<file path="src/rtl/fpnew_apu_adapter.sv">
// rtl/fpnew_apu_adapter.sv - APU-to-FPU adapter with tagged requests, credit limit, response FIFO and flush.
// Optional same-cycle result bypass: define FPNEW_APU_BYPASS_EN.
module fpnew_apu_adapter #(
  parameter int ID_WIDTH        = 9,
  parameter int NB_ARGS         = 3,
  parameter int DATA_WIDTH      = 32,
  parameter int OPCODE_WIDTH    = 6,
  parameter int FLAGS_IN_WIDTH  = 15,
  parameter int FLAGS_OUT_WIDTH = 5,
  parameter int RESP_DEPTH      = 4,
  parameter int MAX_OUTSTANDING = 4,
  parameter int FMT_WIDTH       = (FLAGS_IN_WIDTH - 3) / 3,
  parameter int IFMT_WIDTH      = FLAGS_IN_WIDTH - 3 - 2 * FMT_WIDTH
) (
  input  logic                            clk,
  input  logic                            rst_n,
  input  logic                            flush_i,
  input  logic                            apu_req_i,
  output logic                            apu_gnt_o,
  input  logic [ID_WIDTH-1:0]             apu_ID_i,
  input  logic [NB_ARGS*DATA_WIDTH-1:0]   apu_operands_i,
  input  logic [OPCODE_WIDTH-1:0]         apu_op_i,
  input  logic [FLAGS_IN_WIDTH-1:0]       apu_flags_i,
  output logic                            apu_rvalid_o,
  input  logic                            apu_rready_i,
  output logic [DATA_WIDTH-1:0]           apu_rdata_o,
  output logic [FLAGS_OUT_WIDTH-1:0]      apu_rflags_o,
  output logic [ID_WIDTH-1:0]             apu_rID_o,
  output logic                            fpu_valid_o,
  input  logic                            fpu_ready_i,
  output logic [NB_ARGS*DATA_WIDTH-1:0]   fpu_operands_o,
  output logic [OPCODE_WIDTH-3:0]         fpu_op_o,
  output logic                            fpu_op_mod_o,
  output logic                            fpu_vec_op_o,
  output logic [2:0]                      fpu_rnd_o,
  output logic [FMT_WIDTH-1:0]            fpu_src_fmt_o,
  output logic [FMT_WIDTH-1:0]            fpu_dst_fmt_o,
  output logic [IFMT_WIDTH-1:0]           fpu_int_fmt_o,
  output logic [ID_WIDTH-1:0]             fpu_tag_o,
  output logic                            fpu_flush_o,
  input  logic                            fpu_rvalid_i,
  input  logic [DATA_WIDTH-1:0]           fpu_rdata_i,
  input  logic [FLAGS_OUT_WIDTH-1:0]      fpu_rflags_i,
  input  logic [ID_WIDTH-1:0]             fpu_rtag_i,
  output logic                            busy_o,
  output logic [$clog2(MAX_OUTSTANDING+1)-1:0] outstanding_o
);

  localparam int CW = $clog2(MAX_OUTSTANDING + 1);
  localparam int PW = (RESP_DEPTH > 1) ? $clog2(RESP_DEPTH) : 1;
  localparam int FW = $clog2(RESP_DEPTH + 1);
  localparam int EW = DATA_WIDTH + FLAGS_OUT_WIDTH + ID_WIDTH;

  generate
    if (MAX_OUTSTANDING > RESP_DEPTH) begin : g_bad_credit
      $error("MAX_OUTSTANDING must not exceed RESP_DEPTH");
    end
  endgenerate

  typedef enum logic {ST_RUN, ST_FLUSH} state_t;

  state_t        r_state;
  logic          r_flush;
  logic [CW-1:0] r_cnt;
  logic [PW-1:0] r_wptr;
  logic [PW-1:0] r_rptr;
  logic [FW-1:0] r_fill;
  logic [EW-1:0] r_mem [RESP_DEPTH];

  logic          w_run;
  logic          w_avail;
  logic          w_empty;
  logic          w_full;
  logic          w_bypass;
  logic          w_rvalid;
  logic          w_hs;
  logic          w_pop;
  logic          w_push;
  logic          w_accept;
  logic [EW-1:0] w_fpu_resp;
  logic [EW-1:0] w_resp;

  assign {fpu_vec_op_o, fpu_op_mod_o, fpu_op_o} = apu_op_i;
  assign {fpu_int_fmt_o, fpu_src_fmt_o, fpu_dst_fmt_o, fpu_rnd_o} = apu_flags_i;
  assign fpu_operands_o = apu_operands_i;
  assign fpu_tag_o      = apu_ID_i;

  assign w_run    = (r_state == ST_RUN);
  assign w_avail  = (r_cnt < CW'(MAX_OUTSTANDING)) && w_run;
  assign fpu_valid_o = apu_req_i && w_avail;
  assign apu_gnt_o   = fpu_ready_i && w_avail;
  assign w_accept    = apu_req_i && apu_gnt_o;

  assign w_empty    = (r_fill == '0);
  assign w_full     = (r_fill == FW'(RESP_DEPTH));
  assign w_fpu_resp = {fpu_rdata_i, fpu_rflags_i, fpu_rtag_i};

`ifdef FPNEW_APU_BYPASS_EN
  assign w_bypass = w_empty && fpu_rvalid_i && apu_rready_i && w_run;
`else
  assign w_bypass = 1'b0;
`endif

  assign w_rvalid = !w_empty || w_bypass;
  assign w_hs     = w_rvalid && apu_rready_i;
  assign w_pop    = w_hs && !w_empty;
  // A full FIFO still accepts a result when its head leaves in the same cycle.
  assign w_push   = fpu_rvalid_i && w_run && !w_bypass && (!w_full || w_pop);

  assign w_resp = w_bypass ? w_fpu_resp : (w_empty ? '0 : r_mem[r_rptr]);

  assign apu_rvalid_o  = w_rvalid;
  assign {apu_rdata_o, apu_rflags_o, apu_rID_o} = w_resp;
  assign fpu_flush_o   = r_flush;
  assign busy_o        = (r_cnt != '0);
  assign outstanding_o = r_cnt;

  always_ff @(posedge clk) begin
    if (w_push) begin
      r_mem[r_wptr] <= w_fpu_resp;
    end
  end

  always_ff @(posedge clk or negedge rst_n) begin
    if (!rst_n) begin
      r_state <= ST_RUN;
      r_flush <= 1'b0;
      r_cnt   <= '0;
      r_wptr  <= '0;
      r_rptr  <= '0;
      r_fill  <= '0;
    end else begin
      case (r_state)
        ST_RUN: begin
          if (flush_i) begin
            r_state <= ST_FLUSH;
            r_flush <= 1'b1;
          end
          if (w_accept && !w_hs) begin
            r_cnt <= r_cnt + 1'b1;
          end else if (!w_accept && w_hs) begin
            r_cnt <= r_cnt - 1'b1;
          end
          if (w_push) begin
            r_wptr <= (r_wptr == PW'(RESP_DEPTH - 1)) ? '0 : r_wptr + 1'b1;
          end
          if (w_pop) begin
            r_rptr <= (r_rptr == PW'(RESP_DEPTH - 1)) ? '0 : r_rptr + 1'b1;
          end
          if (w_push && !w_pop) begin
            r_fill <= r_fill + 1'b1;
          end else if (w_pop && !w_push) begin
            r_fill <= r_fill - 1'b1;
          end
        end
        default: begin
          r_state <= ST_RUN;
          r_flush <= 1'b0;
          r_cnt   <= '0;
          r_wptr  <= '0;
          r_rptr  <= '0;
          r_fill  <= '0;
        end
      endcase
    end
  end

  a_no_overflow: assert property (@(posedge clk) disable iff (!rst_n)
    !(fpu_rvalid_i && w_run && !w_bypass && w_full && !w_pop));

endmodule
</file>
<file path="config.mk">
export PLATFORM = sky130hd
export DESIGN_NAME = fpnew_apu_adapter
export DESIGN_NICKNAME = d
export VERILOG_FILES = /design/src/rtl/fpnew_apu_adapter.sv
export SDC_FILE = /design/constraint.sdc
export NUM_CORES = 1
export LEC_CHECK = 0
export CELL_PAD_IN_SITES_DETAIL_PLACEMENT = 0
export CELL_PAD_IN_SITES_GLOBAL_PLACEMENT = 2
export CORE_MARGIN = 8
export CORE_UTILIZATION = 30
export CTS_BUF_LIST = sky130_fd_sc_hd__clkbuf_2
export DETAILED_ROUTE_END_ITERATION = 12
export PLACE_DENSITY = 0.82
export SLEW_MARGIN = 20
export SYNTH_ARGS = -nofsm -noshare
export SYNTH_HDL_FRONTEND = slang
export SYNTH_SLANG_ARGS = --single-unit
</file>
<file path="constraint.sdc">
create_clock -name clk -period 2.9 [get_ports clk]
set_input_delay 0.87 -clock clk [delete_from_list [all_inputs] [get_ports clk]]
set_output_delay 0.87 -clock clk [all_outputs]
set_load 0.01 [all_outputs]
</file>
==> run summary <==
The run finished, with violations left. The checks that failed: setup timing. The tools report the met3 global-route usage as 8.625%. For the final database, setup skew stands at 0.03865 ns. After clock tree synthesis, the clock-pin slew on the worst setup and hold paths is 0.28 ns. Compared with the post-synthesis result, the final layout area differs by 15.80%. In the final routed layout, each cell accounts on average for 27.23 um. In this run the count of I/O pins placed on the die edge is 359.

The worst slew margin relative to its limit came out at 54.76%. Setup repair after global routing could not meet its margin everywhere. The tools report the count of routing violations after the opening detailed-route iteration as 256.

Counting instances in the post-synthesis netlist gives the leading cell types as sky130_fd_sc_hd__edfxtp_1 (184), sky130_fd_sc_hd__buf_4 (129), sky130_fd_sc_hd__mux4_2 (46), sky130_fd_sc_hd__nor2b_1 (40), sky130_fd_sc_hd__dfrtp_1 (12). The number of global-route vias before repair was 4,638; the register bit count reported by yosys was 196. The floorplan step defined a die boundary enclosing 34,690 um2. The logs give -17.55 ns for the summed negative setup slack over all endpoints and 30.37% for the initial core utilization. The arrival time at the worst endpoint is 2.49 ns, and the number of vias per cell is 4.505.

The number of enable flip-flop cells after synthesis is 184, and the layout cell share with drive strength beyond 1 is 36.31%. Setup violations remaining at the end of the flow were counted as 47. For the peak clock frequency supported by timing, the log shows 0.2978 GHz.

For the worst setup path, the data required time is 2.03 ns. After synthesis, the largest family of logic cells by area is buffers and inverters. The tools report the pin count of the biggest net entering global routing as 34. VDD sags by at most 435.0 uV. The run gives 0 as the final hold violation count.

The cell count after synthesis came out at 502. After global routing, the most crowded layer is met2. During synthesis, Yosys emitted a total of 0 warnings. The setup path with the least slack is of type flip-flop to output port. Initial antenna violation count: 0. The min-delay analysis places its worst path in the category input pin to asynchronous set/reset pin. The tools report the leakage power of the design as 3.416 nW. Among all flip-flop cells after synthesis, the most frequent one is sky130_fd_sc_hd__edfxtp_1. In this run, the combinational gates consume 44.4% of the power.

OpenSTA, run right after detailed placement, puts the worst setup slack at -0.2337 ns. The number of input and output port buffers inserted was 106. Number of nets produced by synthesis: 688.

In the global route stage, overall resource usage came out at 14.20%. The floorplan step set the die height to 186.2 um. The met1 usage in global routing was 12.41%. The run gives 26.68% as the met2 usage in global routing. The final layout net count came out at 710. The post-synthesis cell type with the largest combined area was sky130_fd_sc_hd__edfxtp_1. For this run, the register share of the synthesized area comes to 67.00%. Of the post-synthesis cell area, the dominant cell type holds 63.55%. The tools report the wire length of the first global-routing pass as 34,200 um.

The count of nets left with antenna violations once routing finished came out at 0. The number of pins exceeding their max-slew limit in the final report was 0; the cell area after synthesis was 8695 um2. The final-layout fill cell count came out at 2,642. The worst-path maximum fanout works out to 8.

The post-synthesis compound-gate area fraction was 1.655%; the mux cell area share after synthesis was 11.92%. Detailed routing inserted a total of 4,149 vias. Type of element launching the critical path: a flip-flop. The logs give 3.008 mW for the switching power and 5834 um2 for the total area of sequential cells. The tool flagged a number of max-cap violations equal to 0. Detailed placement finished with a half-perimeter wire length of 18,720 um. The floorplan step set the die width to 186.2 um. Measured in cells, the most critical reg-to-reg path has a length of 6. Area of the multi-input gates: 1934 um2. The detailed-router iteration count before antenna repair is 6, and the wire length reported by the detailed router is 25,080 um.

Of the available clock period, the critical path in the final layout requires 115.8%. Cell at the root of the clock tree: sky130_fd_sc_hd__clkbuf_2. The average footprint of a synthesized cell was 17.32 um2.

By area the synthesized netlist is led by sky130_fd_sc_hd__edfxtp_1 (64%), sky130_fd_sc_hd__mux4_2 (12%), sky130_fd_sc_hd__buf_4 (11%). The total placed instance area was 9478 um2. After synthesis, the share of flip-flops with an asynchronous set or reset is 6.122%.

The overflow left after global routing is 0, and the clock period minus final worst setup slack is 3.358 ns. The run gives 28,630 um2 as the area of the core region. The finished cells cover 10,070 um2.

For the pin with the worst max-slew slack, the measured transition is 0.6765 ns. The clock passes through at most 2 buffers. The worst setup path is captured at an output port.

The synthesized netlist devotes 1.180% of its cell area to adder and majority cells. The internal portion of the total power is 6.398 mW. The final worst setup slack is -0.4583 ns. The leading cell type by number of instances after synthesis was sky130_fd_sc_hd__edfxtp_1. The CTS buffer count was 17. The number of antenna diodes in the final layout is 0. Yosys mapped the design onto 36 distinct sky130hd cell types. The logs give 0 for the post-cts hold buffer count and 17.3% for the part of the power in the clock network.

The synthesized netlist devotes 0.2015% of its cell area to XOR and XNOR gates. The logs give 0.6819 for the last weighted congestion value of the routability-driven placer and 0.78 ns for the clock latency at the later pin of the worst-skew pair. The share of synthesized cell area in and, or, nand and nor gates came out at 5.828%. In the routed design, unresolved DRC markers number 0.

Sequential cells burn 38.3% of the power. The run gives 4 as the number of H-tree levels. The floorplan has 62 rows. Of the total power, the share spent switching nets is 31.98%. TritonCTS built the clock tree. In this run the power density over the cells is 934.3 nW/um2. For this design, the sink count on the clock tree is 196.
==> timing repair <==
| action | 4_1_cts | 5_1_grt |
|---|---|---|
| gates resized for setup | 230 | 34 |
| pin swaps | 0 | 2 |
| hold endpoints to repair | 0 | 0 |
| gates cloned | 2 | 0 |
| endpoints found under the setup margin | 51 | 49 |
| setup buffers | 15 | 3 |
==> through the flow <==
| stage | power, mW | cells | hold slack [ns] | util [%] |
|---|---|---|---|---|
| detailed placement | 7.513 | 869 | 0.4873 | 33.11 |
| global route | 9.910 | 921 | 0.3455 | 35.17 |
| global placement | 7.428 | 869 | 0.4860 | 33.11 |
| finish | 9.407 | 921 | 0.4459 | 35.17 |
| CTS | 9.318 | 918 | 0.3273 | 34.67 |
| floorplan | 5.801 | 502 | 0.4911 | - |
==> power by group through the flow <==
stage                     Clock (mW)  Sequential [mW]  Combinational, mW
after detailed placement           0             3.71               3.81
final                           1.63             3.60               4.18
after global placement             0             3.67               3.75
after floorplan                    0             3.63               2.17
after global routing            1.78             3.64               4.50
after CTS                       1.69             3.60               4.03
==> cells by family (layout without fill, tap and decap cells) <==
| kind of cell | after synthesis | count (layout) |
|---|---|---|
| compound gates | 17 | 17 |
| buf+inv | 150 | 185 |
| flops | 196 | 196 |
| fa+ha+maj | 7 | 7 |
| simple gates | 84 | 84 |
| xor+xnor | 2 | 2 |
| mux | 46 | 46 |
==> flip-flops by register name, summed over array words and instances, names as in the netlist <==
name and count:
r_state 1, r_mem 184, r_fill 3, outstanding_o 3, r_rptr 2, fpu_flush_o 1, r_wptr 2
==> cell type report <==
class | instances | share of cell area [%]
clock buffers | 19 | 0.9445
clock inverters | 13 | 2.187
inverters | 7 | 0.2610
multi-input cells | 156 | 19.21
flip-flops and latches | 196 | 57.95
well taps | 384 | 4.772
repair buffers | 146 | 14.68
==> critical path, cell delays in order, from the launching register on <==
cell and delay [ns]:
sky130_fd_sc_hd__dfrtp_4 0.57, sky130_fd_sc_hd__buf_12 0.16, sky130_fd_sc_hd__buf_16 0.14, sky130_fd_sc_hd__buf_8 0.12, sky130_fd_sc_hd__mux4_2 0.42, sky130_fd_sc_hd__nor2b_1 0.14
sky130_fd_sc_hd__buf_2 0.14
==> path summary, 6_finish.rpt <==
| check | startpoint | endpoint | slack [ns] |
|---|---|---|---|
| min reg2reg | fpu_flush_o | fpu_flush_o | 0.54 |
| max reg2reg | r_state | r_mem[2][16] | 0.68 |
| min in group clk | fpu_flush_o | fpu_flush_o | 0.54 |
| min | rst_n | r_fill[0] | 0.45 |
| max in group asynchronous | rst_n | r_rptr[0] | 1.97 |
| max | r_rptr[0] | apu_rdata_o[5] | -0.46 |
==> per-layer routing <==
metal,up-vias,share of wire (%)
met3,29,13
met1,2103,30
li1,1796,-
met2,219,55
met5,-,0.16
met4,2,1.5
==> cells in the final DEF (no fill, tap or decap), drive strengths merged, types with 2 or more instances in the layout <==
master / count
a211oi: 3
a21oi: 2
a31oi: 2
and2: 5
and2b: 8
buf: 88
bufinv: 5
clkbuf: 20
clkdlybuf4s50: 56
clkinv: 3
dfrtp: 12
edfxtp: 184
fa: 2
ha: 5
inv: 12
mux4: 46
nand2: 6
nand2b: 3
nand3b: 2
nor2: 10
nor2b: 40
nor3: 4
nor3b: 2
o21ai: 2
o31ai: 3
xnor2: 2
Power figures use the tool's default switching activity.
